==> src/rtl/bank_reader_pkg.sv <==
// Shared definitions for the banked lane reader: default sizing and FSM states.
// Latency: n/a (package only).
// Backpressure: n/a (package only).
//
// Contents:
//   DEF_*    default parameter values used by bank_lane_reader and bank_lane_sel
//   state_e  burst controller state encoding
//   idx_w    width of an index able to address n items (minimum 1 bit)
package bank_reader_pkg;

    localparam int DEF_NUM_BANKS = 4;
    localparam int DEF_BANK_W    = 32;
    localparam int DEF_LANE_W    = 8;
    localparam int DEF_MAX_LEN   = 16;

    typedef enum logic [0:0] {
        ST_IDLE  = 1'b0,
        ST_BURST = 1'b1
    } state_e;

    // A single-item space still needs a 1-bit index so that ports never
    // collapse to zero width.
    function automatic int idx_w(input int n);
        return (n > 1) ? $clog2(n) : 1;
    endfunction

endpackage

==> src/rtl/bank_lane_sel.sv <==
// Combinational selector: picks one LANE_W lane out of NUM_BANKS x LANES bank words.
// Latency: 0 cycles (pure combinational).
// Backpressure: none; output follows the inputs.
//
// Ports:
//   bank_rdata  flattened bank words, bank k at [k*BANK_W +: BANK_W]
//   bank, lane  cursor; lane 0 is the least significant LANE_W bits of a word
//   lane_data   selected lane; zero if bank is outside 0..NUM_BANKS-1
module bank_lane_sel
    import bank_reader_pkg::*;
#(
    parameter int  NUM_BANKS = DEF_NUM_BANKS,
    parameter int  BANK_W    = DEF_BANK_W,
    parameter int  LANE_W    = DEF_LANE_W,
    localparam int LANES     = BANK_W / LANE_W,
    localparam int BANK_IW   = idx_w(NUM_BANKS),
    localparam int LANE_IW   = idx_w(LANES)
)(
    input  logic [NUM_BANKS*BANK_W-1:0] bank_rdata,
    input  logic [BANK_IW-1:0]          bank,
    input  logic [LANE_IW-1:0]          lane,
    output logic [LANE_W-1:0]           lane_data
);

    always_comb begin
        lane_data = '0;
        for (int b = 0; b < NUM_BANKS; b++) begin
            for (int l = 0; l < LANES; l++) begin
                if (bank == BANK_IW'(b) && lane == LANE_IW'(l)) begin
                    lane_data = bank_rdata[b*BANK_W + l*LANE_W +: LANE_W];
                end
            end
        end
    end

endmodule

==> src/rtl/bank_lane_reader.sv <==
// Burst reader: streams req_len_i lanes starting at (bank, lane), walking lanes then banks with wrap.
// Latency: first lane valid 1 cycle after acceptance; 1 lane/cycle; N-lane burst back in IDLE after N+1 cycles.
// Backpressure: output register holds data/last while out_ready_i is low; req_ready_o low for the whole burst.
//
// Ports:
//   wb_clk_i, wb_rst_ni          clock, async active-low reset
//   bank_rdata_i                 flattened bank words, sampled when each lane is loaded
//   req_valid_i/req_ready_o      request handshake; req_bank_i, req_lane_i, req_len_i describe the burst
//   out_valid_o/out_ready_i      output handshake; out_data_o lane, out_last_o marks final lane
//   err_o                        one-cycle pulse after a rejected request
module bank_lane_reader
    import bank_reader_pkg::*;
#(
    parameter int  NUM_BANKS = DEF_NUM_BANKS,
    parameter int  BANK_W    = DEF_BANK_W,
    parameter int  LANE_W    = DEF_LANE_W,
    parameter int  MAX_LEN   = DEF_MAX_LEN,
    localparam int LANES     = BANK_W / LANE_W,
    localparam int BANK_IW   = idx_w(NUM_BANKS),
    localparam int LANE_IW   = idx_w(LANES),
    localparam int LEN_W     = $clog2(MAX_LEN) + 1
)(
    input  logic                        wb_clk_i,
    input  logic                        wb_rst_ni,
    input  logic [NUM_BANKS*BANK_W-1:0] bank_rdata_i,
    input  logic                        req_valid_i,
    output logic                        req_ready_o,
    input  logic [BANK_IW-1:0]          req_bank_i,
    input  logic [LANE_IW-1:0]          req_lane_i,
    input  logic [LEN_W-1:0]            req_len_i,
    output logic                        out_valid_o,
    input  logic                        out_ready_i,
    output logic [LANE_W-1:0]           out_data_o,
    output logic                        out_last_o,
    output logic                        err_o
);

    localparam logic [LEN_W-1:0]   MAX_LEN_L   = LEN_W'(MAX_LEN);
    localparam logic [BANK_IW:0]   NUM_BANKS_L = (BANK_IW + 1)'(NUM_BANKS);
    localparam logic [BANK_IW-1:0] LAST_BANK   = BANK_IW'(NUM_BANKS - 1);
    localparam logic [LANE_IW-1:0] LAST_LANE   = LANE_IW'(LANES - 1);

    state_e              state_q;
    logic [BANK_IW-1:0]  cur_bank_q;
    logic [LANE_IW-1:0]  cur_lane_q;
    // Lanes still to be loaded after the one currently in the output register.
    logic [LEN_W-1:0]    rem_q;
    logic                out_valid_q;
    logic [LANE_W-1:0]   out_data_q;
    logic                out_last_q;
    logic                err_q;

    logic                req_fire;
    logic                req_bad;
    logic                req_ok;
    logic                out_fire;
    logic                burst_load;
    logic                do_load;
    logic [BANK_IW-1:0]  sel_bank;
    logic [LANE_IW-1:0]  sel_lane;
    logic [LANE_W-1:0]   sel_data;
    logic [BANK_IW-1:0]  nxt_bank;
    logic [LANE_IW-1:0]  nxt_lane;
    logic [LEN_W-1:0]    load_rem;
    logic                load_last;

    assign req_ready_o = (state_q == ST_IDLE);
    assign req_fire    = req_valid_i && req_ready_o;
    assign req_bad     = (req_len_i == '0) || (req_len_i > MAX_LEN_L) ||
                         ({1'b0, req_bank_i} >= NUM_BANKS_L);
    assign req_ok      = req_fire && !req_bad;
    assign out_fire    = out_valid_q && out_ready_i;
    // Inside a burst the output register is always full, so the only load
    // opportunity is a handshake on a non-final lane.
    assign burst_load  = (state_q == ST_BURST) && out_fire && !out_last_q;
    assign do_load     = req_ok || burst_load;

    // On acceptance the first lane comes straight from the request fields so
    // that data is valid one cycle later; afterwards the stored cursor drives.
    always_comb begin
        sel_bank  = cur_bank_q;
        sel_lane  = cur_lane_q;
        load_rem  = rem_q - LEN_W'(1);
        load_last = (rem_q == LEN_W'(1));
        if (state_q == ST_IDLE) begin
            sel_bank  = req_bank_i;
            sel_lane  = req_lane_i;
            load_rem  = req_len_i - LEN_W'(1);
            load_last = (req_len_i == LEN_W'(1));
        end
    end

    // Cursor advance: lane first, then bank, both wrapping.
    always_comb begin
        nxt_lane = sel_lane + LANE_IW'(1);
        nxt_bank = sel_bank;
        if (sel_lane == LAST_LANE) begin
            nxt_lane = '0;
            nxt_bank = (sel_bank == LAST_BANK) ? '0 : sel_bank + BANK_IW'(1);
        end
    end

    bank_lane_sel #(
        .NUM_BANKS (NUM_BANKS),
        .BANK_W    (BANK_W),
        .LANE_W    (LANE_W)
    ) u_sel (
        .bank_rdata (bank_rdata_i),
        .bank       (sel_bank),
        .lane       (sel_lane),
        .lane_data  (sel_data)
    );

    always_ff @(posedge wb_clk_i or negedge wb_rst_ni) begin
        if (!wb_rst_ni) begin
            state_q     <= ST_IDLE;
            cur_bank_q  <= '0;
            cur_lane_q  <= '0;
            rem_q       <= '0;
            out_valid_q <= 1'b0;
            out_data_q  <= '0;
            out_last_q  <= 1'b0;
            err_q       <= 1'b0;
        end else begin
            err_q <= req_fire && req_bad;

            if (do_load) begin
                state_q     <= ST_BURST;
                out_valid_q <= 1'b1;
                out_data_q  <= sel_data;
                out_last_q  <= load_last;
                cur_bank_q  <= nxt_bank;
                cur_lane_q  <= nxt_lane;
                rem_q       <= load_rem;
            end else if ((state_q == ST_BURST) && out_fire) begin
                // Final lane consumed: back to IDLE, output register empties.
                state_q     <= ST_IDLE;
                out_valid_q <= 1'b0;
                out_last_q  <= 1'b0;
            end
        end
    end

    assign out_valid_o = out_valid_q;
    assign out_data_o  = out_data_q;
    assign out_last_o  = out_last_q;
    assign err_o       = err_q;

endmodule

==> config.mk <==
export PLATFORM = sky130hd
export DESIGN_NAME = bank_lane_reader
export DESIGN_NICKNAME = d
export VERILOG_FILES = /design/src/rtl/bank_reader_pkg.sv /design/src/rtl/bank_lane_sel.sv /design/src/rtl/bank_lane_reader.sv
export SDC_FILE = /design/constraint.sdc
export NUM_CORES = 1
export LEC_CHECK = 0
export BUFFER_PORTS_ARGS = -buffer_cell sky130_fd_sc_hd__clkbuf_2
export CAP_MARGIN = 20
export CORE_MARGIN = 2
export CORE_UTILIZATION = 46
export CTS_CLUSTER_SIZE = 20
export DETAILED_ROUTE_END_ITERATION = 7
export PLACE_DENSITY_LB_ADDON = 0.2
export SYNTH_ARGS = -nofsm -noshare
export SYNTH_HDL_FRONTEND = slang
export SYNTH_SLANG_ARGS = --single-unit
==> constraint.sdc <==
create_clock -name wb_clk_i -period 3.7 [get_ports wb_clk_i]
set_input_delay 0.185 -clock wb_clk_i [delete_from_list [all_inputs] [get_ports wb_clk_i]]
set_output_delay 0.185 -clock wb_clk_i [all_outputs]
set_load 0.05 [all_outputs]
==> impl_metrics.env <==
export IMPL_status="complete, no violations"
export IMPL_hold_path_class="in -> reg"
export IMPL_whs_path_depth=2
export IMPL_timing_rr_end="out_data_o[1]$_DFFE_PN0P_"
export IMPL_synth_edf_count=0
export IMPL_cts_root_buffer="clkbuf_8"
export IMPL_pwr_density_cell_nw_per_um2=797
export IMPL_layout_drive_gt1_share=0.340
export IMPL_yosysUniqueCellTypes=53
export IMPL_synthTopCellsByArea="dfrtp_1 (18%), a21oi_1 (6.8%), nand2_1 (6.6%)"
export IMPL_rrSetupSlack_ns=0.35
export IMPL_nNetsFinal=672
export IMPL_areaGrowthSynthToFinish_pct=29.3
export IMPL_die_y_um=81.9
export IMPL_total_power_mw=2.87
export IMPL_slew_violations=0
export IMPL_synth_top_area_cell="dfrtp_1"
export IMPL_cts_tree="done"
export IMPL_ys_warn_count=0
export IMPL_crit_type="reg -> reg"
export IMPL_worst_slew_pin_slew_ns=0.809
export IMPL_hp_start="out_ready_i"
export IMPL_wl_per_cell_um=17.1
export IMPL_fp_dieW_um=81.9
export IMPL_maxSlewHeadroom=0.461
export IMPL_n_antenna_cell=0
export IMPL_num_vias=3529
export IMPL_worstPathMaxFanout=20
export IMPL_cts_buffer_depth=2
export IMPL_r2r_cells=8
export IMPL_placementRows=28
export IMPL_min_to="out_valid_o$_DFFE_PN0P_"
export IMPL_synth_flop_cell="dfrtp_1"
export IMPL_hold_violations=0
export IMPL_core_sq_um=5890
export IMPL_final_cell_mix="clkbuf_2 (152), nand2_1 (49), a21oi_1 (38)"
export IMPL_viasPerCell=5.95
export IMPL_clkTransAtPathRegs_ns=0.08
export IMPL_fin_area_sq_um=3610
export IMPL_reg2reg_from="out_valid_o$_DFFE_PN0P_"
export IMPL_yosysSeqAreaShare=0.179
export IMPL_grt_pass1_vias=3057
export IMPL_port_buffers=152
export IMPL_cts_buffers=3
export IMPL_dp_cells=588
export IMPL_setup_viol=0
export IMPL_arrival_ns=3.50
export IMPL_initial_core_util=0.474
export IMPL_ys_seq_elements=20
export IMPL_worstSetupEndpointType="register"
export IMPL_dr_pass1_iters=6
export IMPL_grt_start_max_net_pins=38
export IMPL_track_usage=0.286
export IMPL_peakVddDrop_uv=423
export IMPL_synth_fp_nets=539
export IMPL_synth_top_area_frac=0.179
export IMPL_synth_cells=386
export IMPL_period_needed_ns=3.35
export IMPL_drtIter0Drc=298
export IMPL_grt_pass1_wl_mm=14.8
export IMPL_clock_sinks=20
export IMPL_pin_count=153
export IMPL_avgSynthCellArea_sq_um=7.23
export IMPL_leakage_nw=1.77
export IMPL_final_core_util=0.613
export IMPL_ys_async_sr_fraction=1.00
export IMPL_crit_required_ns=3.85
export IMPL_drt_wl_total_mm=10.2
export IMPL_rsz0062_at_grt="no"
export IMPL_fin_setup_tns_ns=0
export IMPL_placed_area_sq_um=3530
export IMPL_max_freq_mhz=299
export IMPL_worst_setup_path_start_kind="register"
export IMPL_htreeDepth=1
export IMPL_clock_latency_ns=0.26
export IMPL_drc=0
export IMPL_period_share=0.905
export IMPL_stdcell_count=593
export IMPL_syn_area_sq_um=2790
export IMPL_gp_congestion=1.01
export IMPL_skew_ns=0.00499
export IMPL_fillers=583
export IMPL_overflow=0
export IMPL_drv_cap=0
export IMPL_layout_commonest_cell="clkbuf_2"
export IMPL_hpwl_mm=7.94
export IMPL_drtAntennaViolNets=0
export IMPL_antenna_found_initial=0
export IMPL_dieArea_sq_um=6700
==> worst max-delay path: stages, from the launching register on <==
cell and delay, ns:
dfrtp_1 0.34, buf_4 0.23, mux2i_1 0.47, inv_1 0.14, ha_1 0.45, and2_0 0.39, a2111oi_0 0.66, o211ai_1 0.29
a41o_1 0.27
==> cells by family (layout without fill, tap and decap cells) <==
group                    count (synthesis)  in the layout  share of synthesized area
flip-flops                              20             20                      0.179
AO/OA/AOI/OAI                          151            151                      0.370
buffers and inverters                   58            190                     0.0982
adder cells (fa/ha/maj)                 12             12                     0.0538
AND/OR/NAND/NOR                        133            133                      0.254
multiplexers                             9              9                     0.0332
XOR/XNOR                                 3              3                     0.0121
==> where the power goes <==
group	total, mW	internal, mW	switching [mW]
Combinational	2.25	0.815	1.43
Clock	0.225	0.144	0.0808
Sequential	0.399	0.326	0.0739
==> stage by stage <==
step	setup slack, ns	hold slack (ns)
finish	0.350	0.158
global route	0.149	0.158
CTS	0.431	0.155
detailed placement	0.422	0.188
global placement	0.517	0.182
floorplan	0.628	-0.111
==> cell usage after synthesis (all sizes together) (2+ instances only) <==
library cell and count:
a2111oi 7, a211oi 13, a21o 4, a21oi 40
a221o 2, a221oi 14, a222oi 2, a22oi 2
a41o 5, and2 3, and3b 2, buf 21
clkbuf 12, dfrtp 20, ha 12, inv 25
mux2 2, mux2i 7, nand2 49, nand2b 3
nand3 10, nand3b 8, nor2 13, nor2b 28
nor3 2, nor3b 9, nor4 2, o211ai 12
o21a 2, o21ai 28, o221ai 7, o31ai 5
or2 3, xor2 2
==> sequential cells by signal, summed over array words and instances (netlist names) <==
name	count
out_data_o	8
rem_q	5
cur_bank_q	2
cur_lane_q	2
err_o	1
out_last_o	1
out_valid_o	1
==> worst max path at each step <==
stage                                  from  cells after the start                   endpoint  slack, ns
CTS                 out_valid_o$_DFFE_PN0P_                      8  out_data_o[1]$_DFFE_PN0P_       0.43
global route        out_valid_o$_DFFE_PN0P_                      8  out_data_o[1]$_DFFE_PN0P_       0.15
finish              out_valid_o$_DFFE_PN0P_                      8  out_data_o[1]$_DFFE_PN0P_       0.35
detailed placement  out_valid_o$_DFFE_PN0P_                      8  out_data_o[1]$_DFFE_PN0P_       0.42
floorplan           out_valid_o$_DFFE_PN0P_                     11  out_data_o[1]$_DFFE_PN0P_       0.63
global placement    out_valid_o$_DFFE_PN0P_                      8  out_data_o[1]$_DFFE_PN0P_       0.52
==> timing repair <==
action / in CTS / in global routing
hold buffers: 1 / 0
resized for setup: 0 / 0
hold endpoints to repair: 20 / 0
setup buffers: 0 / 0
==> cell type report <==
type	count	area (sq um)	share of cell area
multi-input cells	308	2020	0.559
inverters	25	93.8	0.0260
clock inverters	1	30.0	0.00832
flip-flops and latches	20	500	0.139
well taps	75	93.8	0.0260
repair buffers	161	831	0.230
clock buffers	3	41.3	0.0114
==> metal layers <==
metal	wire length [um]	GRT usage
met3	825	0.0176
met5	0	0
met4	298	0.105
met2	4750	0.457
met1	4280	0.403
(Power assumes the default switching activity.)
